--- src/rtl/breath_pwm_multi.sv ---
// Multi-channel LED breathing PWM: shared prescaler and PWM counter, per-channel
// breathe FSM with phase offset, plus off / fixed-duty / blink modes.
module breath_pwm_multi #(
  parameter int CH       = 3,
  parameter int BITS     = 10,
  parameter int RANGE    = 999,
  parameter int TICK_DIV = 12000,
  parameter int STEP     = 1,
  parameter int HOLD     = 0
) (
  input  logic            clk,
  input  logic            rst,
  input  logic            en,
  input  logic [1:0]      mode,
  input  logic [BITS-1:0] duty,
  output logic [CH-1:0]   led,
  output logic            peak
);

  localparam int PW = (TICK_DIV > 1) ? $clog2(TICK_DIV) : 1;
  localparam int DW = (HOLD > 0) ? $clog2(HOLD + 1) : 1;

  localparam logic [1:0] M_OFF     = 2'd0;
  localparam logic [1:0] M_BREATHE = 2'd1;
  localparam logic [1:0] M_FIXED   = 2'd2;
  localparam logic [1:0] M_BLINK   = 2'd3;

  typedef enum logic [1:0] {S_UP, S_HOLD_HI, S_DOWN, S_HOLD_LO} state_e;

  logic [PW-1:0]   presc_q, presc_d;
  logic [BITS-1:0] pwm_cnt_q, pwm_cnt_d;
  logic [1:0]      mode_q;
  logic            blink_on_q, blink_on_d;
  logic [DW-1:0]   blink_cnt_q, blink_cnt_d;
  logic            peak_q, peak_hit;
  logic            tick, pwm_wrap, mode_chg, breathe_tick;
  logic [BITS-1:0] fixed_lvl;

  assign tick         = en && (presc_q == PW'(TICK_DIV - 1));
  assign pwm_wrap     = (pwm_cnt_q == BITS'(RANGE));
  assign mode_chg     = (mode != mode_q);
  assign breathe_tick = tick && !mode_chg && (mode == M_BREATHE);
  assign fixed_lvl    = (duty > BITS'(RANGE)) ? BITS'(RANGE) : duty;
  assign peak         = peak_q;

  always_comb begin
    presc_d = presc_q;
    if (en) presc_d = tick ? '0 : presc_q + 1'b1;
    pwm_cnt_d = pwm_wrap ? '0 : pwm_cnt_q + 1'b1;
  end

  // Blink level is shared by every channel and toggles after HOLD+1 ticks.
  always_comb begin
    blink_on_d  = blink_on_q;
    blink_cnt_d = blink_cnt_q;
    if (mode_chg) begin
      blink_on_d  = 1'b1;
      blink_cnt_d = '0;
    end else if (tick && (mode == M_BLINK)) begin
      if (blink_cnt_q == DW'(HOLD)) begin
        blink_cnt_d = '0;
        blink_on_d  = ~blink_on_q;
      end else begin
        blink_cnt_d = blink_cnt_q + 1'b1;
      end
    end
  end

  always_ff @(posedge clk or negedge rst) begin
    if (!rst) begin
      presc_q     <= '0;
      pwm_cnt_q   <= '0;
      mode_q      <= M_OFF;
      blink_on_q  <= 1'b1;
      blink_cnt_q <= '0;
      peak_q      <= 1'b0;
    end else begin
      presc_q     <= presc_d;
      pwm_cnt_q   <= pwm_cnt_d;
      mode_q      <= mode;
      blink_on_q  <= blink_on_d;
      blink_cnt_q <= blink_cnt_d;
      peak_q      <= peak_hit;
    end
  end

  for (genvar gi = 0; gi < CH; gi++) begin : g_ch
    localparam logic [BITS-1:0] INIT = BITS'((gi * RANGE) / CH);

    state_e          state_q, state_d;
    logic [BITS-1:0] level_q, level_d, target, active_q;
    logic [DW-1:0]   dwell_q, dwell_d;
    logic [BITS:0]   up_sum, dn_diff;

    // One extra bit so the step can overshoot/undershoot before saturation.
    assign up_sum  = {1'b0, level_q} + (BITS+1)'(STEP);
    assign dn_diff = {1'b0, level_q} - (BITS+1)'(STEP);

    always_comb begin
      state_d = state_q;
      level_d = level_q;
      dwell_d = dwell_q;
      if (mode_chg) begin
        state_d = S_UP;
        level_d = INIT;
        dwell_d = '0;
      end else if (breathe_tick) begin
        case (state_q)
          S_UP: begin
            if (up_sum >= (BITS+1)'(RANGE)) begin
              level_d = BITS'(RANGE);
              state_d = (HOLD > 0) ? S_HOLD_HI : S_DOWN;
              dwell_d = '0;
            end else begin
              level_d = up_sum[BITS-1:0];
            end
          end
          S_DOWN: begin
            if (dn_diff[BITS] || (dn_diff == '0)) begin
              level_d = '0;
              state_d = (HOLD > 0) ? S_HOLD_LO : S_UP;
              dwell_d = '0;
            end else begin
              level_d = dn_diff[BITS-1:0];
            end
          end
          S_HOLD_HI: begin
            if (dwell_q == DW'(HOLD - 1)) begin
              state_d = S_DOWN;
              dwell_d = '0;
            end else begin
              dwell_d = dwell_q + 1'b1;
            end
          end
          S_HOLD_LO: begin
            if (dwell_q == DW'(HOLD - 1)) begin
              state_d = S_UP;
              dwell_d = '0;
            end else begin
              dwell_d = dwell_q + 1'b1;
            end
          end
          default: state_d = S_UP;
        endcase
      end
    end

    always_comb begin
      target = '0;
      case (mode)
        M_BREATHE: target = level_q;
        M_FIXED:   target = fixed_lvl;
        M_BLINK:   target = blink_on_q ? BITS'(RANGE) : '0;
        default:   target = '0;
      endcase
    end

    always_ff @(posedge clk or negedge rst) begin
      if (!rst) begin
        state_q  <= S_UP;
        level_q  <= INIT;
        dwell_q  <= '0;
        active_q <= '0;
      end else begin
        state_q  <= state_d;
        level_q  <= level_d;
        dwell_q  <= dwell_d;
        if (pwm_wrap) active_q <= target;
      end
    end

    assign led[gi] = (pwm_cnt_q < active_q);

    if (gi == 0) begin : g_peak
      assign peak_hit = breathe_tick && (state_q == S_UP) && (up_sum >= (BITS+1)'(RANGE));
    end
  end

endmodule

--- config.mk ---
export PLATFORM = sky130hd
export DESIGN_NAME = breath_pwm_multi
export DESIGN_NICKNAME = d
export VERILOG_FILES = /design/src/rtl/breath_pwm_multi.sv
export SDC_FILE = /design/constraint.sdc
export NUM_CORES = 1
export LEC_CHECK = 0
export ABC_AREA = 1
export BUFFER_PORTS_ARGS = -buffer_cell sky130_fd_sc_hd__buf_4
export CAP_MARGIN = 0
export CORE_MARGIN = 1.5
export CORE_UTILIZATION = 40
export CTS_BUF_LIST = sky130_fd_sc_hd__clkbuf_4 sky130_fd_sc_hd__clkbuf_8
export DETAILED_ROUTE_END_ITERATION = 8
export GPL_TIMING_DRIVEN = 0
export PLACE_DENSITY = 0.64
export SKIP_CTS_REPAIR_TIMING = 1
export SLEW_MARGIN = 10
export SYNTH_ARGS = -nofsm -noshare
export SYNTH_HDL_FRONTEND = slang
export SYNTH_SLANG_ARGS = --single-unit
--- constraint.sdc ---
create_clock -name clk -period 5.63 [get_ports clk]
set_input_delay 1.126 -clock clk [delete_from_list [all_inputs] [get_ports clk]]
set_output_delay 1.126 -clock clk [all_outputs]
set_load 0.01 [all_outputs]
; After elaboration in Yosys (flattened, before gate mapping)
; Index checks and enable logic that the tools add are counted.
[totals]
input_bits = 15
output_inout_bits = 4
word_cells = 167
ff_bits = 98
[classes]
n_reduce_logical = 34
n_eq_ne = 28
bitwise_logic = 1
mux = 67
n_addsub = 12
order_cmp = 7
[ops]
columns = op, n
row1 = $mux 10, 15
row2 = $pmux 10 s3, 3
row3 = $pmux 10 s2, 3
row4 = $mux 2, 18
row5 = $ne 3x3->1 const B, 12
row6 = $add 10x1->11 const B, 3
row7 = $ge 11x10->1 const B, 3
row8 = $logic_not 11->1, 3
row9 = $sub 10x1->11 const B, 3
row10 = $lt 10x10->1, 3
row11 = $pmux 2 s4, 3
row12 = $mux 1, 21
row13 = $eq 2x2->1 const B, 8
row14 = $reduce_and 5->1, 3
row15 = $add 14x1->14 const B, 1
row16 = $eq 14x14->1 const B, 1
row17 = $mux 14, 1
row18 = $add 10x1->10 const B, 1
row19 = $eq 10x10->1 const B, 1
row20 = $gt 10x10->1 const B, 1
row21 = $pmux 1 s3, 3
row22 = $reduce_and 3->1, 3
row23 = $reduce_bool 3->1, 3
row24 = $eq 2x1->1 const B, 4
row25 = 11 further kinds, 29

; Depth between registers and ports, before layout
[logic_depth]
word_depth = 7
ltp_mapped = 15
depth_no_buf = 15

; Worst setup path after synthesis
; OpenSTA, ideal clock, no wires.
[synth_path]
path_kind = register to output
startpoint = reg pwm_cnt_q[5]
endpoint = out led[1]
arrival_time_ns = 1.357
setup_slack_ns = 3.147
t_required_ns = 4.504
stages_incl_launch_ff = 7
path_cell_list = dfrtp_1 ha_1 a21oi_1 o31ai_1 nand2_1 o311ai_0 a31oi_1
[synth_via]
elab_chain_len = 1
[synth_lines]
columns = item, line
row1 = from (decl), 31  ; logic [BITS-1:0] pwm_cnt_q, pwm_cnt_d;
row2 = from (signal assigned), 79  ; pwm_cnt_q <= pwm_cnt_d;
row3 = $lt 10x10->1, 172  ; assign led[gi] = (pwm_cnt_q < active_q);
row4 = to (decl), 16  ; output logic [CH-1:0] led,
; Every way passes these cells.

; Worst setup path in the final report
; Ends and elaborated chain as after synthesis.

==> impl_metrics.py <==
metrics = {
    "synth": {
        "synth.distinct_cells": 51,
        "post_synth_instance_area_mm2": 0.00702,
        "ys_async_sr_fraction_pct": 100,
        "synth.area.top_cells": "dfrtp_1 (29%), nand2_1 (14%), inv_1 (7.6%)",
        "yosys_warnings": 0,
        "syn_nets": 1088,
        "syn_avg_cell_area_um2": 6.80,
        "synth_area_leader_cell": "dfrtp_1",
        "synth_top_area_share_pct": 28.5,
        "synth_ff_type": "dfrtp_1",
        "synth_edf_count": 0,
        "seq_area_frac_synth_pct": 32.6,
        "synth_cells": 1032,
        "synth_seq_cells": 91,
    },
    "route": {
        "routed_via_density": 5.14,
        "first_pass_iters": 5,
        "drtIter0Drc": 377,
        "drcViolationCount": 0,
        "wirelength_um": 18800,
        "ant_nets": 0,
        "post_drt_wl_per_cell_um": 14.6,
        "vias": 6642,
    },
    "timing": {
        "max_slew_margin_pct": 43.7,
        "fin_setup_tns_ns": 0,
        "layout_min_cycle_time_ns": 3.28,
        "finalCritPeriodShare_pct": 58.2,
        "fmax_mhz": 305,
        "worst_pin_slew_ns": 0.844,
        "finalClockSkew_ns": 0.0153,
        "finalHoldViolCount": 0,
        "maxSlewViolCount": 0,
        "setup_violations": 0,
        "rsz0062_at_grt": "false",
    },
    "die": {
        "initial_core_util_pct": 40.7,
        "io_pins": 19,
        "coreArea_mm2": 0.0172,
        "rows": 48,
        "die_x_um": 135,
        "fp.dieH_um": 135,
        "fp.dieArea_mm2": 0.0184,
    },
    "clocking": {
        "cts_tree": "done",
        "clkLatencyLatePin_ns": 0.38,
        "clk_pin_slew_ns": 0.10,
        "clockBufferDepth": 2,
        "numCtsBuffers": 9,
        "htree_levels": 3,
        "cts.sinks": 91,
        "cts-root-buf": "clkbuf_8",
    },
    "critical_path": {
        "rr_worst_depth": 13,
        "reg2reg_to": "g_ch[0].level_q[5]",
        "required_ns": 4.50,
        "setup.worst_path.start": "pwm_cnt_q[5]",
        "crit_path_max_incr_delay_ns": 0.50,
        "arrival_ns": 2.15,
        "crit_type": "register to primary output",
        "slowest_stage": "dfrtp_1",
        "crit_end": "led[1]",
        "worstSetupEndpointType": "primary output",
        "reg2reg_slack_ns": 3.26,
        "cp-start-kind": "register",
        "worstPathCellList": "ha_1 > a21oi_1 > o31ai_1 > nand2_1 > o311ai_0 > a31oi_1 > buf_4",
        "path_max_fanout": 8,
        "r2r-start": "g_ch[0].level_q[0]",
    },
    "grt": {
        "grt_max_degree": 92,
        "grt_pass1_wl_um": 31400,
        "antenna_found_initial": 0,
        "grt_pass1_vias": 6393,
        "gr-total-overflow": 0,
        "grtUsageTotal_pct": 21.6,
    },
    "power": {
        "leakagePower_nw": 4.13,
        "powerDensity_mw_per_mm2": 164,
        "vdd_drop_max_mv": 0.104,
    },
    "placement": {
        "port_buffers": 18,
        "hpwl_um": 14300,
        "placed_area_mm2": 0.00744,
        "place_congestion": 0.931,
    },
    "cells_and_area": {
        "area_growth_pct": 8.57,
        "n_antenna_cell": 0,
        "nNetsFinal": 1117,
        "final_area_mm2": 0.00762,
        "final_layout_size_suffix_gt1_share_pct": 11.0,
    },
    "run_status": {
        "outcome": "finished, final reports clean",
    },
    "flow_run": {
        "cap_violations": 0,
    },
    "worst_hold_path": {
        "hold_class": "register to register",
    },
}
layer usage:
| metal | routed length [µm] | global-route usage [%] | vias up |
|---|---|---|---|
| li1 | - | - | 3396 |
| met1 | 8980 | 28.8 | 3065 |
| met2 | 8670 | 35.4 | 147 |
| met3 | 774 | 3.40 | 34 |
| met4 | 404 | 7.47 | 0 |
| met5 | 0 | 0 | - |
per-stage QoR:
stage,util [%],cells,hold WS (ns),setup slack (ns),power (W)
3_5_place_dp,43.1,1275,0.474,2.72,0.000834
3_3_place_gp,43.1,1275,0.466,2.75,0.000832
2_1_floorplan,-,1032,0.453,3.15,0.000782
6_report,44.2,1291,0.492,2.35,0.00125
4_1_cts,44.2,1291,0.496,2.28,0.00126
5_1_grt,44.2,1291,0.528,2.19,0.00131
how the worst min path moves through the flow:
stage               cells past startpoint                start             endpoint
floorplan                               2  g_ch[0].active_q[1]  g_ch[0].active_q[1]
global placement                        2  g_ch[2].active_q[7]  g_ch[2].active_q[7]
detailed placement                      2  g_ch[2].active_q[7]  g_ch[2].active_q[7]
CTS                                     2  g_ch[2].active_q[7]  g_ch[2].active_q[7]
global route                            1           presc_q[9]           presc_q[9]
finish                                  2  g_ch[2].active_q[7]  g_ch[2].active_q[7]
registers in the layout, summed over array words and instances (netlist names):
name	count
blink_on_q	1
g_ch.active_q	30
g_ch.level_q	30
g_ch.state_q	3
mode_q	2
peak	1
presc_q	14
pwm_cnt_q	10
cells in the mapped netlist (5+ instances only):
| master | n |
|---|---|
| ha_1 | 41 |
| a21oi_1 | 76 |
| nand2_1 | 261 |
| nand3_2 | 5 |
| nor2_2 | 9 |
| nor2_4 | 5 |
| inv_1 | 142 |
| nor3_1 | 17 |
| clkbuf_1 | 10 |
| buf_2 | 14 |
| nand2_2 | 15 |
| nor2_1 | 110 |
| dfstp_2 | 11 |
| nand3_1 | 83 |
| o21ai_0 | 55 |
| nand4_1 | 17 |
| dfrtp_1 | 80 |
| a31oi_1 | 12 |
| xnor2_1 | 5 |
| xor2_1 | 11 |
cells in the final DEF, fill, tap and decap left out, types with 2 or more instances in the layout:
master / instances
buf_2: 14
nand2_2: 15
nand3b_1: 2
xor2_1: 11
nand3_1: 83
buf_4: 21
nor4_1: 2
a21oi_1: 76
dfrtp_1: 80
nor3_1: 17
a21o_1: 2
o31ai_1: 3
nor2_1: 110
a31oi_1: 12
nor2_2: 9
clkbuf_8: 9
a211oi_1: 2
inv_1: 142
nand3_2: 5
o311ai_0: 2
or2_2: 2
o21ai_0: 55
nor2_4: 5
clkinv_1: 2
buf_6: 5
nand2_1: 261
dfstp_2: 11
ha_1: 41
o211ai_1: 2
nand4_1: 17
clkinvlp_4: 4
inv_2: 2
o21ai_1: 4
nor3_2: 3
xnor2_1: 5
clkbuf_1: 10
cells by family (layout without fill, tap and decap cells):
family          count (synthesis)  count (layout)  synth area share (%)
simple gates                  537             537                  34.2
buf+inv                       180             214                  10.7
compound gates                167             167                  13.2
flops                          91              91                  32.6
fa+ha+maj                      41              41                  7.31
xor+xnor                       16              16                  2.00
worst max-delay path, delay by kind of cell, from the launching register on:
family	cells	cell delay, ns
compound gates	4	0.67
fa+ha+maj	1	0.35
buf+inv	1	0.19
flops	1	0.50
simple gates	1	0.06
report_power, final:
group / internal [W] / switching [W]
combinational: 0.0000432 / 0.0000891
clock: 0.000169 / 0.000257
sequential: 0.000672 / 0.0000166
total: 0.000885 / 0.000362
layout make-up:
cell class              count  area, µm²
flip-flops and latches     91       2290
fillers                  1831       9620
multi-input cells         761       3980
well taps                 225        282
clock inverters             6       50.0
plain buffers              34        201
repair buffers             18        139
clock buffers              10        131
inverters                 146        548
(Power assumes the default switching activity.)
